## src/rtl/cdp_sum_pipe_arb_pkg.sv

```systemverilog
// Shared defaults and types for the CDP sum-pipe round-robin arbiter.
// The optional stall counters are enabled by CDP_SUM_PIPE_ARB_PERF_EN.
package cdp_sum_arb_pkg;
  localparam int unsigned CDP_SUM_NUM_REQ = 4;
  localparam int unsigned CDP_SUM_PD_W    = 32;
  localparam int unsigned PERF_CNT_W      = 16;

  typedef enum logic {
    ARB_IDLE = 1'b0,
    ARB_LOCK = 1'b1
  } arb_state_e;
endpackage

```

## src/rtl/cdp_sum_pipe_arb_if.sv

```systemverilog
// Lane request bus, output stage bus and perf counters of the sum-pipe arbiter.
// The slave modport is the arbiter's view; master is the surrounding pipe.
interface cdp_sum_pipe_arb_if
  import cdp_sum_arb_pkg::*;
#(
  parameter int unsigned NUM_REQ = CDP_SUM_NUM_REQ,
  parameter int unsigned PD_W    = CDP_SUM_PD_W,
  parameter int unsigned SRC_W   = $clog2(NUM_REQ)
);
  logic [NUM_REQ-1:0]            req_vld;
  logic [NUM_REQ-1:0]            req_last;
  logic [NUM_REQ*PD_W-1:0]       req_pd;
  logic [NUM_REQ-1:0]            req_rdy;
  logic                          out_vld;
  logic [PD_W-1:0]               out_pd;
  logic [SRC_W-1:0]              out_src;
  logic                          out_last;
  logic                          out_rdy;
  logic [NUM_REQ*PERF_CNT_W-1:0] perf_stall_cnt;

  modport master (
    output req_vld, req_last, req_pd, out_rdy,
    input  req_rdy, out_vld, out_pd, out_src, out_last, perf_stall_cnt
  );

  modport slave (
    input  req_vld, req_last, req_pd, out_rdy,
    output req_rdy, out_vld, out_pd, out_src, out_last, perf_stall_cnt
  );
endinterface

```

## src/rtl/cdp_sum_pipe_arb_rr_pick.sv

```systemverilog
// Combinational round-robin picker: first valid lane after rr_ptr_i, wrapping.
// Produces a one-hot grant and its encoded index (both zero when nothing is valid).
module cdp_sum_rr_pick #(
  parameter int unsigned NUM_REQ = 4,
  parameter int unsigned SRC_W   = $clog2(NUM_REQ)
) (
  input  logic [NUM_REQ-1:0] vld_i,
  input  logic [SRC_W-1:0]   rr_ptr_i,
  output logic [NUM_REQ-1:0] grant_o,
  output logic [SRC_W-1:0]   idx_o
);
  always_comb begin
    logic           found;
    logic [SRC_W:0] cand;
    grant_o = '0;
    idx_o   = '0;
    found   = 1'b0;
    cand    = '0;
    for (int unsigned off = 1; off <= NUM_REQ; off++) begin
      cand = {1'b0, rr_ptr_i} + (SRC_W+1)'(off);
      if (cand >= (SRC_W+1)'(NUM_REQ)) cand = cand - (SRC_W+1)'(NUM_REQ);
      if (!found && vld_i[cand[SRC_W-1:0]]) begin
        found                      = 1'b1;
        grant_o[cand[SRC_W-1:0]]   = 1'b1;
        idx_o                      = cand[SRC_W-1:0];
      end
    end
  end
endmodule

```

## src/rtl/cdp_sum_pipe_arb.sv

```systemverilog
// Packet-locking round-robin arbiter feeding one registered valid/ready stage.
// Per-lane stall counters exist only when CDP_SUM_PIPE_ARB_PERF_EN is defined.
module cdp_sum_pipe_arb
  import cdp_sum_arb_pkg::*;
#(
  parameter int unsigned NUM_REQ = CDP_SUM_NUM_REQ,
  parameter int unsigned PD_W    = CDP_SUM_PD_W,
  parameter int unsigned SRC_W   = $clog2(NUM_REQ)
) (
  input  logic               nvdla_core_clk,
  input  logic               nvdla_core_rstn,
  cdp_sum_pipe_arb_if.slave  arb_if
);
  arb_state_e         state_q, state_d;
  logic [SRC_W-1:0]   lock_id_q, lock_id_d;
  logic [SRC_W-1:0]   rr_ptr_q, rr_ptr_d;
  logic               out_vld_q, out_vld_d;
  logic [PD_W-1:0]    out_pd_q;
  logic [SRC_W-1:0]   out_src_q;
  logic               out_last_q;

  logic [NUM_REQ-1:0] pick_grant;
  logic [SRC_W-1:0]   pick_idx;
  logic [NUM_REQ-1:0] grant;
  logic [SRC_W-1:0]   sel_idx;
  logic [PD_W-1:0]    sel_pd;
  logic               sel_last;
  logic               ready_bc;
  logic               any_grant_vld;
  logic               accept;
  logic [NUM_REQ-1:0] req_rdy;

  cdp_sum_rr_pick #(
    .NUM_REQ (NUM_REQ),
    .SRC_W   (SRC_W)
  ) u_rr_pick (
    .vld_i    (arb_if.req_vld),
    .rr_ptr_i (rr_ptr_q),
    .grant_o  (pick_grant),
    .idx_o    (pick_idx)
  );

  // While locked the grant ignores req_vld so the owner keeps the pipe through bubbles.
  always_comb begin
    grant   = pick_grant;
    sel_idx = pick_idx;
    if (state_q == ARB_LOCK) begin
      grant            = '0;
      grant[lock_id_q] = 1'b1;
      sel_idx          = lock_id_q;
    end
  end

  always_comb begin
    sel_pd   = '0;
    sel_last = 1'b0;
    for (int unsigned i = 0; i < NUM_REQ; i++) begin
      if (grant[i]) begin
        sel_pd   = sel_pd | arb_if.req_pd[i*PD_W +: PD_W];
        sel_last = sel_last | arb_if.req_last[i];
      end
    end
  end

  assign ready_bc      = arb_if.out_rdy | ~out_vld_q;
  assign any_grant_vld = |(grant & arb_if.req_vld);
  assign accept        = ready_bc & any_grant_vld;
  assign req_rdy       = {NUM_REQ{ready_bc}} & grant;
  assign out_vld_d     = ready_bc ? any_grant_vld : 1'b1;

  always_comb begin
    state_d   = state_q;
    lock_id_d = lock_id_q;
    rr_ptr_d  = rr_ptr_q;
    if (accept) begin
      if (state_q == ARB_IDLE) begin
        if (sel_last) begin
          rr_ptr_d = sel_idx;
        end else begin
          state_d   = ARB_LOCK;
          lock_id_d = sel_idx;
        end
      end else if (sel_last) begin
        state_d  = ARB_IDLE;
        rr_ptr_d = lock_id_q;
      end
    end
  end

  always_ff @(posedge nvdla_core_clk or negedge nvdla_core_rstn) begin
    if (!nvdla_core_rstn) begin
      state_q   <= ARB_IDLE;
      lock_id_q <= '0;
      rr_ptr_q  <= SRC_W'(NUM_REQ - 1);
      out_vld_q <= 1'b0;
    end else begin
      state_q   <= state_d;
      lock_id_q <= lock_id_d;
      rr_ptr_q  <= rr_ptr_d;
      out_vld_q <= out_vld_d;
    end
  end

  always_ff @(posedge nvdla_core_clk) begin
    if (accept) begin
      out_pd_q   <= sel_pd;
      out_src_q  <= sel_idx;
      out_last_q <= sel_last;
    end
  end

  assign arb_if.req_rdy  = req_rdy;
  assign arb_if.out_vld  = out_vld_q;
  assign arb_if.out_pd   = out_pd_q;
  assign arb_if.out_src  = out_src_q;
  assign arb_if.out_last = out_last_q;

`ifdef CDP_SUM_PIPE_ARB_PERF_EN
  logic [PERF_CNT_W-1:0] stall_q [NUM_REQ];

  always_ff @(posedge nvdla_core_clk or negedge nvdla_core_rstn) begin
    if (!nvdla_core_rstn) begin
      for (int unsigned i = 0; i < NUM_REQ; i++) stall_q[i] <= '0;
    end else begin
      for (int unsigned i = 0; i < NUM_REQ; i++) begin
        if (arb_if.req_vld[i] && !req_rdy[i] && !(&stall_q[i]))
          stall_q[i] <= stall_q[i] + PERF_CNT_W'(1);
      end
    end
  end

  always_comb begin
    arb_if.perf_stall_cnt = '0;
    for (int unsigned i = 0; i < NUM_REQ; i++)
      arb_if.perf_stall_cnt[i*PERF_CNT_W +: PERF_CNT_W] = stall_q[i];
  end
`else
  assign arb_if.perf_stall_cnt = '0;
`endif
endmodule

```

## src/flat_wrapper.sv

```systemverilog
// flat-port wrapper written by rule: the top's interface ports become plain ports
module cdp_sum_pipe_arb_flat import cdp_sum_arb_pkg::*;
#(
  parameter int unsigned NUM_REQ = CDP_SUM_NUM_REQ,
  parameter int unsigned PD_W    = CDP_SUM_PD_W,
  parameter int unsigned SRC_W   = $clog2(NUM_REQ)
)
  (nvdla_core_clk, nvdla_core_rstn, arb_if_req_vld, arb_if_req_last, arb_if_req_pd, arb_if_out_rdy, arb_if_req_rdy, arb_if_out_vld, arb_if_out_pd, arb_if_out_src, arb_if_out_last, arb_if_perf_stall_cnt);
  cdp_sum_pipe_arb_if #(.NUM_REQ(NUM_REQ), .PD_W(PD_W), .SRC_W(SRC_W)) arb_if_i ();
  input  logic nvdla_core_clk;
  input  logic nvdla_core_rstn;
  input wire logic [$bits(arb_if_i.req_vld)-1:0] arb_if_req_vld;
  input wire logic [$bits(arb_if_i.req_last)-1:0] arb_if_req_last;
  input wire logic [$bits(arb_if_i.req_pd)-1:0] arb_if_req_pd;
  input wire logic [$bits(arb_if_i.out_rdy)-1:0] arb_if_out_rdy;
  output wire logic [$bits(arb_if_i.req_rdy)-1:0] arb_if_req_rdy;
  output wire logic [$bits(arb_if_i.out_vld)-1:0] arb_if_out_vld;
  output wire logic [$bits(arb_if_i.out_pd)-1:0] arb_if_out_pd;
  output wire logic [$bits(arb_if_i.out_src)-1:0] arb_if_out_src;
  output wire logic [$bits(arb_if_i.out_last)-1:0] arb_if_out_last;
  output wire logic [$bits(arb_if_i.perf_stall_cnt)-1:0] arb_if_perf_stall_cnt;
  assign arb_if_i.req_vld = arb_if_req_vld;
  assign arb_if_i.req_last = arb_if_req_last;
  assign arb_if_i.req_pd = arb_if_req_pd;
  assign arb_if_i.out_rdy = arb_if_out_rdy;
  assign arb_if_req_rdy = arb_if_i.req_rdy;
  assign arb_if_out_vld = arb_if_i.out_vld;
  assign arb_if_out_pd = arb_if_i.out_pd;
  assign arb_if_out_src = arb_if_i.out_src;
  assign arb_if_out_last = arb_if_i.out_last;
  assign arb_if_perf_stall_cnt = arb_if_i.perf_stall_cnt;
  cdp_sum_pipe_arb #(.NUM_REQ(NUM_REQ), .PD_W(PD_W), .SRC_W(SRC_W)) u_core (.nvdla_core_clk(nvdla_core_clk), .nvdla_core_rstn(nvdla_core_rstn), .arb_if(arb_if_i));
endmodule
```

## config.mk

```make
export PLATFORM = sky130hd
export DESIGN_NAME = cdp_sum_pipe_arb_flat
export DESIGN_NICKNAME = d
export VERILOG_FILES = /design/src/rtl/cdp_sum_pipe_arb_pkg.sv /design/src/rtl/cdp_sum_pipe_arb_if.sv /design/src/rtl/cdp_sum_pipe_arb_rr_pick.sv /design/src/rtl/cdp_sum_pipe_arb.sv /design/src/flat_wrapper.sv
export SDC_FILE = /design/constraint.sdc
export NUM_CORES = 1
export LEC_CHECK = 0
export BUFFER_PORTS_ARGS = -buffer_cell sky130_fd_sc_hd__buf_2
export CAP_MARGIN = 10
export CORE_MARGIN = 5
export CORE_UTILIZATION = 44
export CTS_CLUSTER_DIAMETER = 150
export DETAILED_ROUTE_END_ITERATION = 10
export PLACE_DENSITY = 0.93
export SETUP_SLACK_MARGIN = 0.02
export SYNTH_ARGS = -nofsm -noshare
export SYNTH_HDL_FRONTEND = slang
export SYNTH_SLANG_ARGS = --single-unit
```

## constraint.sdc

```tcl
create_clock -name nvdla_core_clk -period 14.08 [get_ports nvdla_core_clk]
set_input_delay 0.704 -clock nvdla_core_clk [delete_from_list [all_inputs] [get_ports nvdla_core_clk]]
set_output_delay 0.704 -clock nvdla_core_clk [all_outputs]
set_load 0.02 [all_outputs]
```

; After elaboration in Yosys (flattened, before gate mapping)
; Index checks and enable logic that the tools add are counted.
[totals]
ff_bits = 41
out_inout_bits = 104
elab_cells = 107
[classes]
n_addsub = 8
magnitude_cmp = 14
n_mux = 48
bitwise_logic = 16
n_reduce_logical = 14
[op_table]
columns = cell, n
row1 = 2-to-1 mux 32 bit, 4
row2 = bitwise OR 32 bit, 3
row3 = 2-to-1 mux 2 bit, 12
row4 = 2-to-1 mux 4 bit, 5
row5 = 2-to-1 mux 1 bit, 18
row6 = "less-than comparator 2 x 3 -> 1 bit, second input constant", 5
row7 = "greater-or-equal comparator 3 bit, second input constant", 4
row8 = bitwise OR 4 bit, 3
row9 = demux 1 bit (select 2 bit), 5
row10 = "greater-or-equal comparator 2 x 1 -> 1 bit, second input constant", 5
row11 = AND 4 bit, 2
row12 = binary-select mux 1 bit (select 2 bit), 4
row13 = logical AND 1 bit, 8
row14 = "subtractor 2 x 1 -> 2 bit, second input constant", 4
row15 = "adder 2 x 2 -> 3 bit, second input constant", 2
row16 = bitwise OR 1 bit, 4
row17 = OR reduction 4 bit, 1
row18 = "adder 2 x 1 -> 3 bit, second input constant", 1
row19 = "adder 2 x 3 -> 3 bit, second input constant", 1
row20 = zero test 1 bit, 3
row21 = NOT 1 bit, 3
row22 = AND reduction 3 bit, 1
row23 = AND reduction 2 bit, 1
row24 = AND 1 bit, 1

; Depth between registers and ports, before layout
[depth]
word_depth = 25
ltp_mapped = 14
ltp_nobuf = 10

; Modules after synthesis
; A second synthesis with hierarchy kept.
[hier_totals]
hier_cells = 289
hier_area_um2 = 3165.5
[by_module_without_submodules]
columns = mod, instances, cells_per_inst, area_per_inst_um2
row1 = cdp_sum_pipe_arb, 1, 230, 2675.1
row2 = cdp_sum_rr_pick, 1, 59, 490.5

; Worst setup path before layout
; OpenSTA, ideal clock, no wires.
[synth_timing]
kind = reg-to-reg
start = register u_core.rr_ptr_q[0]
end = register u_core.lock_id_q[1]
setup_ps = 125
arrival_time_ps = 4504
required_ps = 13955
path_slack_ps = 9451
path_stages_with_launch = 14
path_buffers = 3
period_less_slack_ps = 4629
path_cell_list = dfstp_2 > buf_6 > clkbuf_1 > inv_1 > ha_1 > buf_6 > mux4_2 > nor2_4 > o211ai_4 > o221ai_2 > a32oi_1 > a21oi_2 > nor3b_4 > mux2_4
[synth_rtl]
columns = item, line
row1 = "start, declared", cdp_sum_pipe_arb.sv:16  ; logic [SRC_W-1:0] rr_ptr_q, rr_ptr_d;
row2 = "start signal, assigned", cdp_sum_pipe_arb.sv:94  ; rr_ptr_q <= SRC_W'(NUM_REQ - 1);
row3 = "start signal, assigned", cdp_sum_pipe_arb.sv:99  ; rr_ptr_q <= rr_ptr_d;
row4 = branches (longest 14 deep; another with adder 2 x 1 -> 3 bit), n/a
row5 = 2-to-1 mux 4 bit (*), cdp_sum_pipe_arb_rr_pick.sv:22  ; if (!found && vld_i[cand[SRC_W-1:0]]) begin
row6 = 2-to-1 mux 4 bit (*), cdp_sum_pipe_arb.sv:47  ; if (state_q == ARB_LOCK) begin
row7 = AND 4 bit (*), cdp_sum_pipe_arb.sv:66  ; assign any_grant_vld = |(grant & arb_if.req_vld);
row8 = OR reduction 4 bit (*), cdp_sum_pipe_arb.sv:66
row9 = AND 1 bit (*), cdp_sum_pipe_arb.sv:67  ; assign accept = ready_bc & any_grant_vld;
row10 = via u_core.accept, cdp_sum_pipe_arb.sv:30  ; logic accept;
row11 = AND reduction 3 bit (no source line) (*), n/a
row12 = "end signal, assigned", cdp_sum_pipe_arb.sv:98  ; lock_id_q <= lock_id_d;
row13 = "end, declared", cdp_sum_pipe_arb.sv:15  ; logic [SRC_W-1:0] lock_id_q, lock_id_d;
; Mark *: on every way through the listed nets, which the timed path passes. The select of a mux whose other input is x is not followed.
; A chain may end at the register's enable or synchronous reset.

; Worst setup path in the final report
[layout_timing]
start = register u_core.rr_ptr_q[0]
end = output port arb_if_req_rdy[1]
[layout_between]
elab_chain_len = 17
[layout_lines]
columns = item, line
row1 = branches (longest 14 deep; another with adder 2 x 1 -> 3 bit), n/a
row2 = 2-to-1 mux 4 bit (*), cdp_sum_pipe_arb_rr_pick.sv:22
row3 = 2-to-1 mux 4 bit (*), cdp_sum_pipe_arb.sv:47
row4 = AND 4 bit (*), cdp_sum_pipe_arb.sv:68  ; assign req_rdy = {NUM_REQ{ready_bc}} & grant;
row5 = "end, declared", flat_wrapper.sv:16  ; output wire logic [$bits(arb_if_i.req_rdy)-1:0] arb_if_req_rdy;
; Mark *: on every way between the ends. The select of a mux whose other input is x is not followed.

==> flow_summary_export.csv <==
group,metric,value,unit
run,drv_cap,0,
power_and_ir_drop,finalPower,1.13,mW
clock_tree,numCtsBuffers,5,
worst_setup_path,crit_required,13.38,ns
routing,drt_iter0_drc,252,
logic_synthesis,yosysWarnings,0,
logic_synthesis,synth-seq-area-share,0.371,
global_route,grt_use_total,0.202,
worst_setup_path,slowest_delay,0.75,ns
routing,via_per_inst,5.16,
global_route,antenna_found_initial,0,
power_and_ir_drop,power_density,273,nW/um^2
worst_setup_path,r2r-end,"u_core.lock_id_q[1]",
floorplanning,core,7210,um^2
timing,final-setup-viol-count,0,
clock_tree,path_clk_slew,0.09,ns
timing,hold_ws,0.222,ns
worst_setup_path,endpoint,"arb_if_req_rdy[1]",
clock_tree,clock-sinks,41,
placement,io_buffers,178,
final_layout,drive_gt1_frac,0.432,
power_and_ir_drop,p_leak,2.00,nW
clock_tree,max-clock-path-buffers,2,
global_route,grt_pass1_vias,2890,
worst_setup_path,path_cells,"inv_1 -> ha_1 -> mux4_2 -> nor2_4 -> o211ai_4 -> o221ai_2 -> a21oi_1 -> o21ai_2 -> buf_4 -> nor2b_1 -> buf_2",
clock_tree,root_buffer,"clkbuf_8",
power_and_ir_drop,ir_worst_vdd,0.153,mV
worst_setup_path,crit_fanout,33,
final_layout,finish.utilization,0.571,
worst_setup_path,r2r-start,"u_core.rr_ptr_q[0]",
floorplanning,die-width,95.9,um
placement,dpl.hpwl,8.14,mm
floorplanning,chipHeight,95.9,um
floorplanning,ios,243,
routing,drc,0,
clock_tree,cts_setup_buffers,0,
worst_setup_path,worstPathArrival,3.84,ns
floorplanning,start_util,0.450,
final_layout,nets,648,
global_route,grt_start_max_net_pins,40,
global_route,grt_pass1_wl,14.4,mm
logic_synthesis,synthCells,333,
timing,fin_skew,0.00602,ns
logic_synthesis,yosys.cell_types.count,44,
routing,first_pass_iters,5,
clock_tree,cts_tree,"built",
routing,num_vias,3107,
final_layout,area_delta_synth_final,26.8,%
routing,wirelength,10.3,mm
clock_tree,htreeDepth,2,
worst_setup_path,worstSetupEndpointType,"primary output",
timing,min_period,4.55,ns
logic_synthesis,synth-seq-cells,41,
clock_tree,hold_buffers,0,
worst_setup_path,startpoint,"u_core.rr_ptr_q[0]",
timing,worstMarginPinSlew,0.742,ns
routing,drtAntennaViolNets,0,
logic_synthesis,synth_area,3250,um^2
worst_hold_path,hp-class,"in2async",
timing,fmax,0.220,GHz
logic_synthesis,syn_area_per_cell,9.75,um^2
timing,hold_viol_final,0,
timing,slew_headroom,0.506,
floorplanning,die_area,9200,um^2
worst_setup_path,start_kind,"register",
global_route,grt_overflow,0,
clock_tree,worstSkewPairLatency,0.29,ns
placement,gp_congestion,0.870,
worst_setup_path,critPathSlowestCell,"dfstp_2",
timing,finalCritPeriodShare,0.323,
worst_setup_path,worstSetupPathType,"reg2out",
timing,rsz0062_at_grt,"no",
run_status,outcome,"finished clean",
timing,slew_viol_final,0,
floorplanning,num_rows,31,
timing,tns,0,ns
clock_tree,postCtsResizedCells,0,
worst_setup_path,reg2reg_slack,9.82,ns
worst_setup_path,reg2reg_depth,11,
routing,wl_per_cell,17.1,um
## cell usage in the layout (no fill, tap or decap), drive strengths merged, types with 2 or more instances in the layout
cell type  count
a21oi         11
a222oi         3
a22oi         66
buf          183
bufinv         2
clkbuf         5
conb          64
dfrtp          4
dfstp          2
edfxtp        35
ha             8
inv           12
mux2           4
mux2i          3
mux4           4
nand2         43
nand3          4
nand3b         2
nor2           8
nor2b          7
nor3b          2
o21ai         11
o221ai         4
o31ai          2
or3            2
## synth_stat cells
cell type  instances  share of area
a211oi_1           1         0.0023
clkbuf_2           1         0.0015
a21oi_2            1         0.0027
clkbuf_1          12          0.014
nand2b_1           1         0.0019
dfstp_2            2          0.016
o221ai_2           3          0.014
o211ai_4           1         0.0065
a222oi_1           3         0.0092
edfxtp_1          35           0.32
a21boi_0           1         0.0023
o21ai_1            5         0.0077
a32oi_1            1         0.0027
mux2_2             2         0.0069
nor3b_2            1         0.0039
mux4_2             4          0.028
nand3b_1           2         0.0046
o2111ai_2          1         0.0046
and2_4             1         0.0027
mux2i_1            3         0.0092
nand3_1            4         0.0062
a22oi_1           66           0.15
o21ai_0            6         0.0092
o221a_2            1         0.0035
o31ai_1            2         0.0046
nor2_4             1         0.0035
dfrtp_1            4          0.031
nand2_1           43          0.050
nor2_1             7         0.0081
or3_1              2         0.0039
or2_2              1         0.0019
buf_6              3          0.010
o221ai_1           1         0.0027
a21oi_1           10          0.015
nor2b_1            7          0.013
a22o_1             1         0.0027
ha_1               8          0.031
a31oi_1            1         0.0019
buf_2              5         0.0077
buf_4             64           0.15
conb_1             1         0.0012
mux2_4             2         0.0092
inv_1             11          0.013
nor3b_4            1         0.0058
## how the worst min path moves through the flow
stage | endpoint | slack [ns] | cells past startpoint
2_1_floorplan | u_core.arb_if.out_vld | 0.41 | 0
3_3_place_gp | u_core.lock_id_q[0] | 0.54 | 1
3_5_place_dp | u_core.lock_id_q[0] | 0.54 | 1
4_1_cts | u_core.state_q | 0.22 | 1
5_1_grt | u_core.state_q | 0.21 | 1
6_report | u_core.lock_id_q[0] | 0.22 | 1
## metrics by stage
step	setup WS, ns	cell area, um^2	std cells
2_1_floorplan	9.45	3480	396
3_3_place_gp	9.60	3960	592
3_5_place_dp	9.39	3960	592
4_1_cts	9.12	4100	600
5_1_grt	9.28	4120	601
6_report	9.53	4120	602
## flip-flops by register name, indices dropped and copies added (netlist names)
name and flops:
u_core.rr_ptr_q 2, u_core.arb_if.out_last 1, u_core.lock_id_q 2, u_core.state_q 1, u_core.arb_if.out_pd 32, u_core.arb_if.out_vld 1, u_core.arb_if.out_src 2
## metal layers
metal  part of all wire  GRT usage
met1               0.37      0.257
met2               0.50      0.345
met3               0.11     0.0328
met4              0.022     0.0699
met5                  0          0
## where the power goes
part	switching [mW]	internal, mW	total, mW
clock	0.0437	0.0714	0.115
combinational	0.453	0.259	0.712
sequential	0.0449	0.254	0.299
total	0.542	0.584	1.13
## critical path, delay by kind of cell, from the launching register on
kind / cells / cell delay, ns
compound gates: 4 / 0.59
fa+ha+maj: 1 / 0.46
buf+inv: 3 / 0.68
flops: 1 / 0.75
mux: 1 / 0.70
simple gates: 2 / 0.34
## logic make-up after synthesis
logic type,count (synthesis),synth area share
and+or+nand+nor,71,0.106
buffers and inverters,96,0.194
AOI/OAI and AO/OA,105,0.245
DFF,41,0.371
adders and majority gates,8,0.0308
muxes,11,0.0532
other,1,0.00115
## area by class of cell
class / instances / area, um^2
Antenna cell: 1 / 2.50
Clock buffer: 5 / 68.8
Clock inverter: 3 / 68.8
Fill cell: 642 / 3100
Inverter: 11 / 41.3
Multi-Input combinational cell: 259 / 1670
Sequential cell: 41 / 1200
Tap cell: 99 / 124
Timing Repair Buffer: 183 / 936
Note: power is estimated with default switching activity, not from simulation.
